==> src/rtl/mlaccel_memarb.sv <==
// mlaccel_memarb: N-client arbiter onto the single-port main memory, with a read-return pipeline.
// Define MLACCEL_MEMARB_RR_EN for round-robin arbitration; default build is fixed priority (client 0 highest).
module mlaccel_memarb #(
    parameter int NUM_CLIENTS  = 3,
    parameter int ADDR_WIDTH   = 16,
    parameter int DATA_WIDTH   = 64,
    parameter int READ_LATENCY = 1
) (
    input  logic                                  clock,
    input  logic                                  resetn,
    input  logic [NUM_CLIENTS-1:0]                req_valid,
    output logic [NUM_CLIENTS-1:0]                req_ready,
    input  logic [NUM_CLIENTS*ADDR_WIDTH-1:0]     req_addr,
    input  logic [NUM_CLIENTS*(DATA_WIDTH/8)-1:0] req_wen,
    input  logic [NUM_CLIENTS*DATA_WIDTH-1:0]     req_wdata,
    output logic [NUM_CLIENTS-1:0]                rsp_valid,
    output logic [DATA_WIDTH-1:0]                 rsp_data,
    output logic                                  busy,
    output logic [ADDR_WIDTH-1:0]                 mem_addr,
    output logic [DATA_WIDTH/8-1:0]               mem_wen,
    output logic [DATA_WIDTH-1:0]                 mem_wdata,
    input  logic [DATA_WIDTH-1:0]                 mem_rdata
);

    localparam int BE_WIDTH = DATA_WIDTH / 8;
    localparam int IDX_W    = $clog2(NUM_CLIENTS);

    // Handshake: a transfer happens in any cycle where req_valid[i] && req_ready[i]; a client
    // keeps addr/wen/wdata stable while valid and not ready, and ready never depends on state
    // other than the arbitration pointer, so at most one client is accepted per cycle.
    logic                    gnt_any;
    logic [IDX_W-1:0]        gnt_idx;
    logic                    rd_accept;
    logic [READ_LATENCY-1:0] pipe_vld_q;
    logic [READ_LATENCY-1:0] pipe_vld_d;
    logic [IDX_W-1:0]        pipe_own_q [READ_LATENCY];
    logic [IDX_W-1:0]        pipe_own_d [READ_LATENCY];

`ifdef MLACCEL_MEMARB_RR_EN
    logic [IDX_W-1:0] rr_ptr_q;
    logic [IDX_W-1:0] rr_ptr_d;
    logic [IDX_W:0]   cand;

    always_comb begin
        gnt_any = 1'b0;
        gnt_idx = '0;
        cand    = '0;
        // Offsets are walked farthest-first so the valid client nearest the pointer is the last writer.
        for (int k = NUM_CLIENTS - 1; k >= 0; k--) begin
            cand = {1'b0, rr_ptr_q} + (IDX_W+1)'(k);
            if (cand >= (IDX_W+1)'(NUM_CLIENTS)) begin
                cand = cand - (IDX_W+1)'(NUM_CLIENTS);
            end
            for (int i = 0; i < NUM_CLIENTS; i++) begin
                if (req_valid[i] && cand == (IDX_W+1)'(i)) begin
                    gnt_any = 1'b1;
                    gnt_idx = IDX_W'(i);
                end
            end
        end
    end

    always_comb begin
        rr_ptr_d = rr_ptr_q;
        if (gnt_any) begin
            rr_ptr_d = (gnt_idx == IDX_W'(NUM_CLIENTS - 1)) ? '0 : gnt_idx + 1'b1;
        end
    end

    always_ff @(posedge clock) begin
        if (!resetn) begin
            rr_ptr_q <= '0;
        end else begin
            rr_ptr_q <= rr_ptr_d;
        end
    end
`else
    always_comb begin
        gnt_any = 1'b0;
        gnt_idx = '0;
        // Highest index first so the lowest-index valid client overrides.
        for (int k = NUM_CLIENTS - 1; k >= 0; k--) begin
            if (req_valid[k]) begin
                gnt_any = 1'b1;
                gnt_idx = IDX_W'(k);
            end
        end
    end
`endif

    always_comb begin
        req_ready = '0;
        mem_addr  = '0;
        mem_wen   = '0;
        mem_wdata = '0;
        for (int i = 0; i < NUM_CLIENTS; i++) begin
            if (gnt_any && gnt_idx == IDX_W'(i)) begin
                req_ready[i] = 1'b1;
                mem_addr     = req_addr[i*ADDR_WIDTH +: ADDR_WIDTH];
                mem_wen      = req_wen[i*BE_WIDTH +: BE_WIDTH];
                mem_wdata    = req_wdata[i*DATA_WIDTH +: DATA_WIDTH];
            end
        end
    end

    assign rd_accept = gnt_any && (mem_wen == '0);

    // Owner tags travel alongside the memory's own read pipeline and exit with the data.
    always_comb begin
        pipe_vld_d = '0;
        for (int s = 0; s < READ_LATENCY; s++) begin
            pipe_own_d[s] = '0;
        end
        pipe_vld_d[0] = rd_accept;
        pipe_own_d[0] = gnt_idx;
        for (int s = 1; s < READ_LATENCY; s++) begin
            pipe_vld_d[s] = pipe_vld_q[s-1];
            pipe_own_d[s] = pipe_own_q[s-1];
        end
    end

    always_ff @(posedge clock) begin
        if (!resetn) begin
            pipe_vld_q <= '0;
        end else begin
            pipe_vld_q <= pipe_vld_d;
        end
        for (int s = 0; s < READ_LATENCY; s++) begin
            pipe_own_q[s] <= pipe_own_d[s];
        end
    end

    always_comb begin
        rsp_valid = '0;
        for (int i = 0; i < NUM_CLIENTS; i++) begin
            if (pipe_vld_q[READ_LATENCY-1] && pipe_own_q[READ_LATENCY-1] == IDX_W'(i)) begin
                rsp_valid[i] = 1'b1;
            end
        end
    end

    assign rsp_data = mem_rdata;
    assign busy     = (|req_valid) | (|pipe_vld_q);

endmodule

==> config.mk <==
export PLATFORM = sky130hd
export DESIGN_NAME = mlaccel_memarb
export DESIGN_NICKNAME = d
export VERILOG_FILES = /design/src/rtl/mlaccel_memarb.sv
export SDC_FILE = /design/constraint.sdc
export NUM_CORES = 1
export LEC_CHECK = 0
export BUFFER_PORTS_ARGS = -buffer_cell sky130_fd_sc_hd__buf_2
export CAP_MARGIN = 15
export CORE_AREA = 2 2 191 193
export CTS_CLUSTER_DIAMETER = 30
export DETAILED_ROUTE_END_ITERATION = 8
export DIE_AREA = 0 0 193 195
export RECOVER_POWER = 50
export SKIP_CTS_REPAIR_TIMING = 1
export SLEW_MARGIN = 20
export SYNTH_ARGS = -nofsm -noshare
export SYNTH_HDL_FRONTEND = slang
export SYNTH_SLANG_ARGS = --single-unit
==> constraint.sdc <==
create_clock -name clock -period 3.23 [get_ports clock]
set_clock_uncertainty 0.1 [all_clocks]
set_input_delay 0.646 -clock clock [delete_from_list [all_inputs] [get_ports clock]]
set_output_delay 0.646 -clock clock [all_outputs]
set_load 0.01 [all_outputs]
==> out/results.ini, run 1 <==
[status]
status = completed

[global_routing]
grt_pass1_wl_um = 19100
antenna_found_initial = 0
grt_pass1_vias = 3522
overflow = 0
grt_max_degree = 83
grt_usage_pct = 6.47

[cells_and_area]
finalNetCount = 991
drive_above_1_share_pct = 55.7
areaGrowthSynthToFinish_pct = 82.4
fillers = 4140
final_area_mm2 = 0.00419
multi_input_area_mm2 = 0.00157
regArea_um2 = 60.1
fin_cells = 1118
antenna_cells = 0

[drt]
via_per_inst = 3.58
vias = 4008
met2WireLength_um = 6880
drt-initial-drc-count = 164
dr.pass1.iters = 5
drcViolationCount = 0
top_layer = met4
dr_wl_met3_um = 1790
ant_nets = 0
wl_met1_um = 5040
drt-wirelength-per-cell_um = 12.7
routed_wl_um = 14200

[yosys]
synthMuxAreaShare_pct = 0
synth_compound_area_share_pct = 48.0
synth_top_area_cell = a22oi_1
synth_edf_count = 0
yosys.area_share.adder_pct = 0
avgSynthCellArea_um2 = 5.91
synthTopCellsByCount = a22oi_1 (82), nand2_1 (82), o21ai_0 (82), buf_4 (65), clkbuf_1 (24)
seq_area_frac_synth_pct = 2.61
synth_nets = 722
yosys.cell_types.count = 23
yosys_warnings = 0
syn_area_mm2 = 0.00230
yosys.area_share.xor_xnor_pct = 0
syn_inst = 389
ys_ff_latch = 3
yosys.area_share.simple_pct = 20.4
synth_ff_type = dfxtp_1
synth_top_family_by_area = compound AO/OA/AOI/OAI gates
synth-async-reset-ratio_pct = 0
yosys-top-cells-area = a22oi_1 (27%), buf_4 (21%), o21ai_0 (18%)
netlist.area_leader.share_pct = 26.8

[timing]
post-route-period-util_pct = 88.1
slew_headroom_pct = 46.2
finalSetupViolations = 0
rsz0062_at_grt = no
worst_pin_slew_ps = 807
period_minus_slack_ps = 2840
drv_slew = 0
final_hold_viol_count = 0
fmax_mhz = 352
fin_tns_setup_ps = 0
setup_slack_ps = 386

[clock_tree]
cts_tree = done
clock-sinks = 3
clkTransAtPathRegs_ps = 30
clockBufferDepth = 2
htree_levels = 1
cts_root_buffer = clkbuf_16
numCtsBuffers = 3

[run]
cap_viol_max_count = 0

[placed_design]
dpl-instance-area_mm2 = 0.00413
dp_slack_ps = 445
io_buffers = 363
place_congestion = 0.820
place_hpwl_um = 11800
dpl.cell_count = 1114

[hold_path]
hold_path_class = in -> reg

[power_and_ir_drop]
powerDensity_mw_per_mm2 = 185
leakagePower_uw = 0.00207
power_uw = 774
ir_drop_mv = 0.231

[die]
fp.dieW_um = 193
die_height_um = 195
pin_count = 492
initial_core_util_pct = 6.49
core_area_mm2 = 0.0354
dieArea_mm2 = 0.0376
num_rows = 69

[worst_setup_path]
required_ps = 2480
path_max_fanout = 63
path_class = in -> out
cp-start-kind = input pin
setup.worst_path.end_class = output port
worst_ep_arrival_time_ps = 2100

## registers in the layout, summed over array words and instances (netlist names)
name        flops
pipe_vld_q      1
pipe_own_q      2
## cell families after synthesis
logic type | Yosys count
buffers and inverters | 105
and+or+nand+nor | 105
DFF | 3
AOI/OAI and AO/OA | 176
## power breakdown
group	switching [µW]	internal [µW]
Clock	34.3	163
Sequential	0.766	38.6
Combinational	279	258
Total	314	460
## area by class of cell
type / instances / share of cell area (%)
multi-input cells: 281 / 37.5
well taps: 461 / 13.8
repair buffers: 369 / 45.4
flip-flops and latches: 3 / 1.43
clock buffers: 4 / 1.88
## through the flow
step / hold slack, ps / util, %
finish: 623 / 11.8
global route: 674 / 11.8
detailed placement: 871 / 11.7
floorplan: 713 / -
global placement: 870 / 11.7
CTS: 637 / 11.9
## critical path: stages
cell	delay [ps]
clkbuf_2	450
buf_12	370
o21ai_0	380
buf_2	210
## worst paths after layout
kind	from	to	slack, ps	cells after the start
setup / recovery	req_valid[0]	mem_wdata[28]	390	4
hold / removal	req_wen[7]	pipe_vld_q$_SDFF_PN0_	620	4
## cell usage in the layout, fill, tap and decap left out, drive strengths merged
cell     synthesis  layout
a21oi            8       8
nor3b            3       3
nand2           82      82
nor4             1       1
o2111ai          1       1
dfxtp            3       3
o21ai           82      82
nand3b           4       4
o22ai            1       1
a221oi           2       2
or2              1       1
or3              1       1
or4              1       1
and3b            2       2
nor2             2       2
nor2b            8       8
a22oi           82      82
buf             81     359
clkbuf          24      14
## layer usage
layer	vias to the layer above	global-route usage, %
li1	1878	-
met1	1810	7.12
met2	272	11.4
met3	48	1.99
met4	0	2.78
met5	-	0
No activity file was read; power rests on OpenSTA's default activity.
==> inputs of run 2 (changes only) <==
--- a/config.mk
+++ b/config.mk
@@ -11,6 +11,8 @@
 export CTS_CLUSTER_DIAMETER = 30
 export DETAILED_ROUTE_END_ITERATION = 8
 export DIE_AREA = 0 0 193 195
+export HOLD_SLACK_MARGIN = 0.05
+export PLACE_DENSITY = 0.35
 export RECOVER_POWER = 50
 export SKIP_CTS_REPAIR_TIMING = 1
 export SLEW_MARGIN = 20
==> out/results.ini, run 2 (same netlist as run 1, synthesis figures left out) <==
[timing]
fin_tns_setup_ps = 0  ; unchanged
finalSetupViolations = 0  ; unchanged
period_minus_slack_ps = 2820  ; -21.6 ps
worst_pin_slew_ps = 561  ; -246 ps
drv_slew = 0  ; unchanged
post-route-period-util_pct = 87.4  ; -0.67 points
final_hold_viol_count = 0  ; unchanged
fmax_mhz = 354  ; +0.77%
whs_ps = 641  ; +18.6 ps
rsz0062_at_grt = no
slew_headroom_pct = 62.2  ; +16 points

[global_routing]
overflow = 0  ; unchanged
grt_max_degree = 69  ; -17%
antenna_found_initial = 3  ; +3
grt_usage_pct = 7.51  ; +1.0 points
grt_pass1_wl_um = 21500  ; +12%
grt_pass1_vias = 3713  ; +5.4%

[power_and_ir_drop]
seqPwrFrac_pct = 5.0  ; about the same
pwr-share-comb_pct = 69.5  ; about the same
powerDensity_mw_per_mm2 = 185  ; +0.29%
leakagePower_uw = 0.00211  ; +1.6%
p_int_uw = 468  ; +1.8%
swShare_pct = 40.7  ; +0.14 points
power.clock.fraction_pct = 25.5  ; about the same
switchingPower_uw = 321  ; +2.4%
ir_drop_mv = 0.241  ; +4.1%

[die]
dieArea_mm2 = 0.0376  ; unchanged
pin_count = 492  ; unchanged
num_rows = 69  ; unchanged
initial_core_util_pct = 6.49  ; unchanged
die_height_um = 195  ; unchanged
fp.dieW_um = 193  ; unchanged
core_area_mm2 = 0.0354  ; unchanged

[worst_setup_path]
required_ps = 2480  ; about the same
crit_family = buffers and inverters
path_class = in -> out
endpoint = mem_wen[4]
crit_chain = buf_4, nor2b_4, buf_12, a22oi_1, o21ai_0, buf_2
cp-start-kind = input pin
crit_slowest_cell = o21ai_0
setup.worst_path.end_class = output port
crit_start = req_valid[1]
path_max_fanout = 38  ; -40%
cp_slowest_stage_delay_ps = 470  ; +20 ps
path_buf_inv = 3  ; unchanged
crit_cells = 6  ; +2
worst_ep_arrival_time_ps = 2080  ; -20 ps

[hold_path]
min_delay_path_depth = 4  ; unchanged
hold_path_class = in -> reg

[drt]
drcViolationCount = 0  ; unchanged
drt-wirelength-per-cell_um = 14.0  ; +10%
ant_nets = 0  ; unchanged
drt-initial-drc-count = 92  ; -44%
via_per_inst = 3.45  ; -3.7%
vias = 3894  ; -2.8%
routed_wl_um = 15800  ; +11%
dr.pass1.iters = 4  ; -1

[cells_and_area]
largest_reg_flops = 2  ; unchanged
areaGrowthSynthToFinish_pct = 85.7
final_cell_mix = buf_2 (349), a22oi_1 (82), nand2_1 (82), o21ai_0 (82)
final_util_pct = 12.1  ; +0.21 points
drive_above_1_share_pct = 56.0  ; +0.30 points
final_common_cell = buf_2
largest_register = pipe_own_q
largestRegisters = pipe_own_q: 2 flops, pipe_vld_q: 1 flops
finalNetCount = 1000  ; +0.91%
final_area_mm2 = 0.00427  ; +1.8%

[clock_tree]
numCtsBuffers = 3  ; unchanged
cts_root_buffer = clkbuf_16
clock-sinks = 3  ; unchanged
clockBufferDepth = 2  ; unchanged
clkTransAtPathRegs_ps = 30  ; about the same
cts_tree = done
htree_levels = 1  ; unchanged

[placed_design]
place_congestion = 0.740  ; -9.7%
io_buffers = 363  ; unchanged
dpl-instance-area_mm2 = 0.00420  ; +1.6%
place_hpwl_um = 13100  ; +11%

[run]
cap_viol_max_count = 0  ; unchanged

[status]
status = completed

[run 2: changes by cell type in the layout (fill, tap and decap cells not counted)]
cell and delta:
buf_2 -3, clkbuf_1 +3, nor4_2 +1, buf_4 +10
clkbuf_2 -1, diode_2 +1, nor4_1 -1
[run 2: power groups by stage]
stage | registers (µW) | logic (µW) | clock network (µW)
after global placement | 39.7 | 563 | 0
after CTS | 39.2 | 562 | 204
final | 39.2 | 549 | 202
after global routing | 39.3 | 614 | 206
after detailed placement | 39.7 | 559 | 0
after floorplan | 39.6 | 313 | 0
[run 2: layer usage]
layer	vias to the layer above	track usage [%]	routed length [µm]
li1	1899	-	-
met2	248	14.4	8120
met5	-	0	30
met1	1693	7.55	5480
met3	50	1.99	1600
met4	4	2.97	600
[run 2: final cells by class]
cell class,count,area [µm²]
clock buffer,4,78.8
timing repair buffer,378,1970
antenna,1,2.50
multi-input combinational,281,1580
tap,461,577
fill,4210,31100
sequential,3,60.1
[run 2: worst min-delay path by stage]
stage / startpoint / endpoint / slack [ps]
3_3_place_gp: req_wen[7] / pipe_vld_q$_SDFF_PN0_ / 890
4_1_cts: req_wen[7] / pipe_vld_q$_SDFF_PN0_ / 650
3_5_place_dp: req_wen[7] / pipe_vld_q$_SDFF_PN0_ / 880
5_1_grt: resetn / pipe_vld_q$_SDFF_PN0_ / 660
6_report: req_wen[7] / pipe_vld_q$_SDFF_PN0_ / 640
2_1_floorplan: req_valid[2] / pipe_own_q[0][1]$_DFF_P_ / 710
[run 2: per-stage QoR]
stage	std cells	setup WS, ps	total power, µW
2_1_floorplan	389	864	353
3_3_place_gp	1123	505	603
3_5_place_dp	1123	491	599
4_1_cts	1127	479	805
5_1_grt	1127	243	860
6_report	1128	407	790
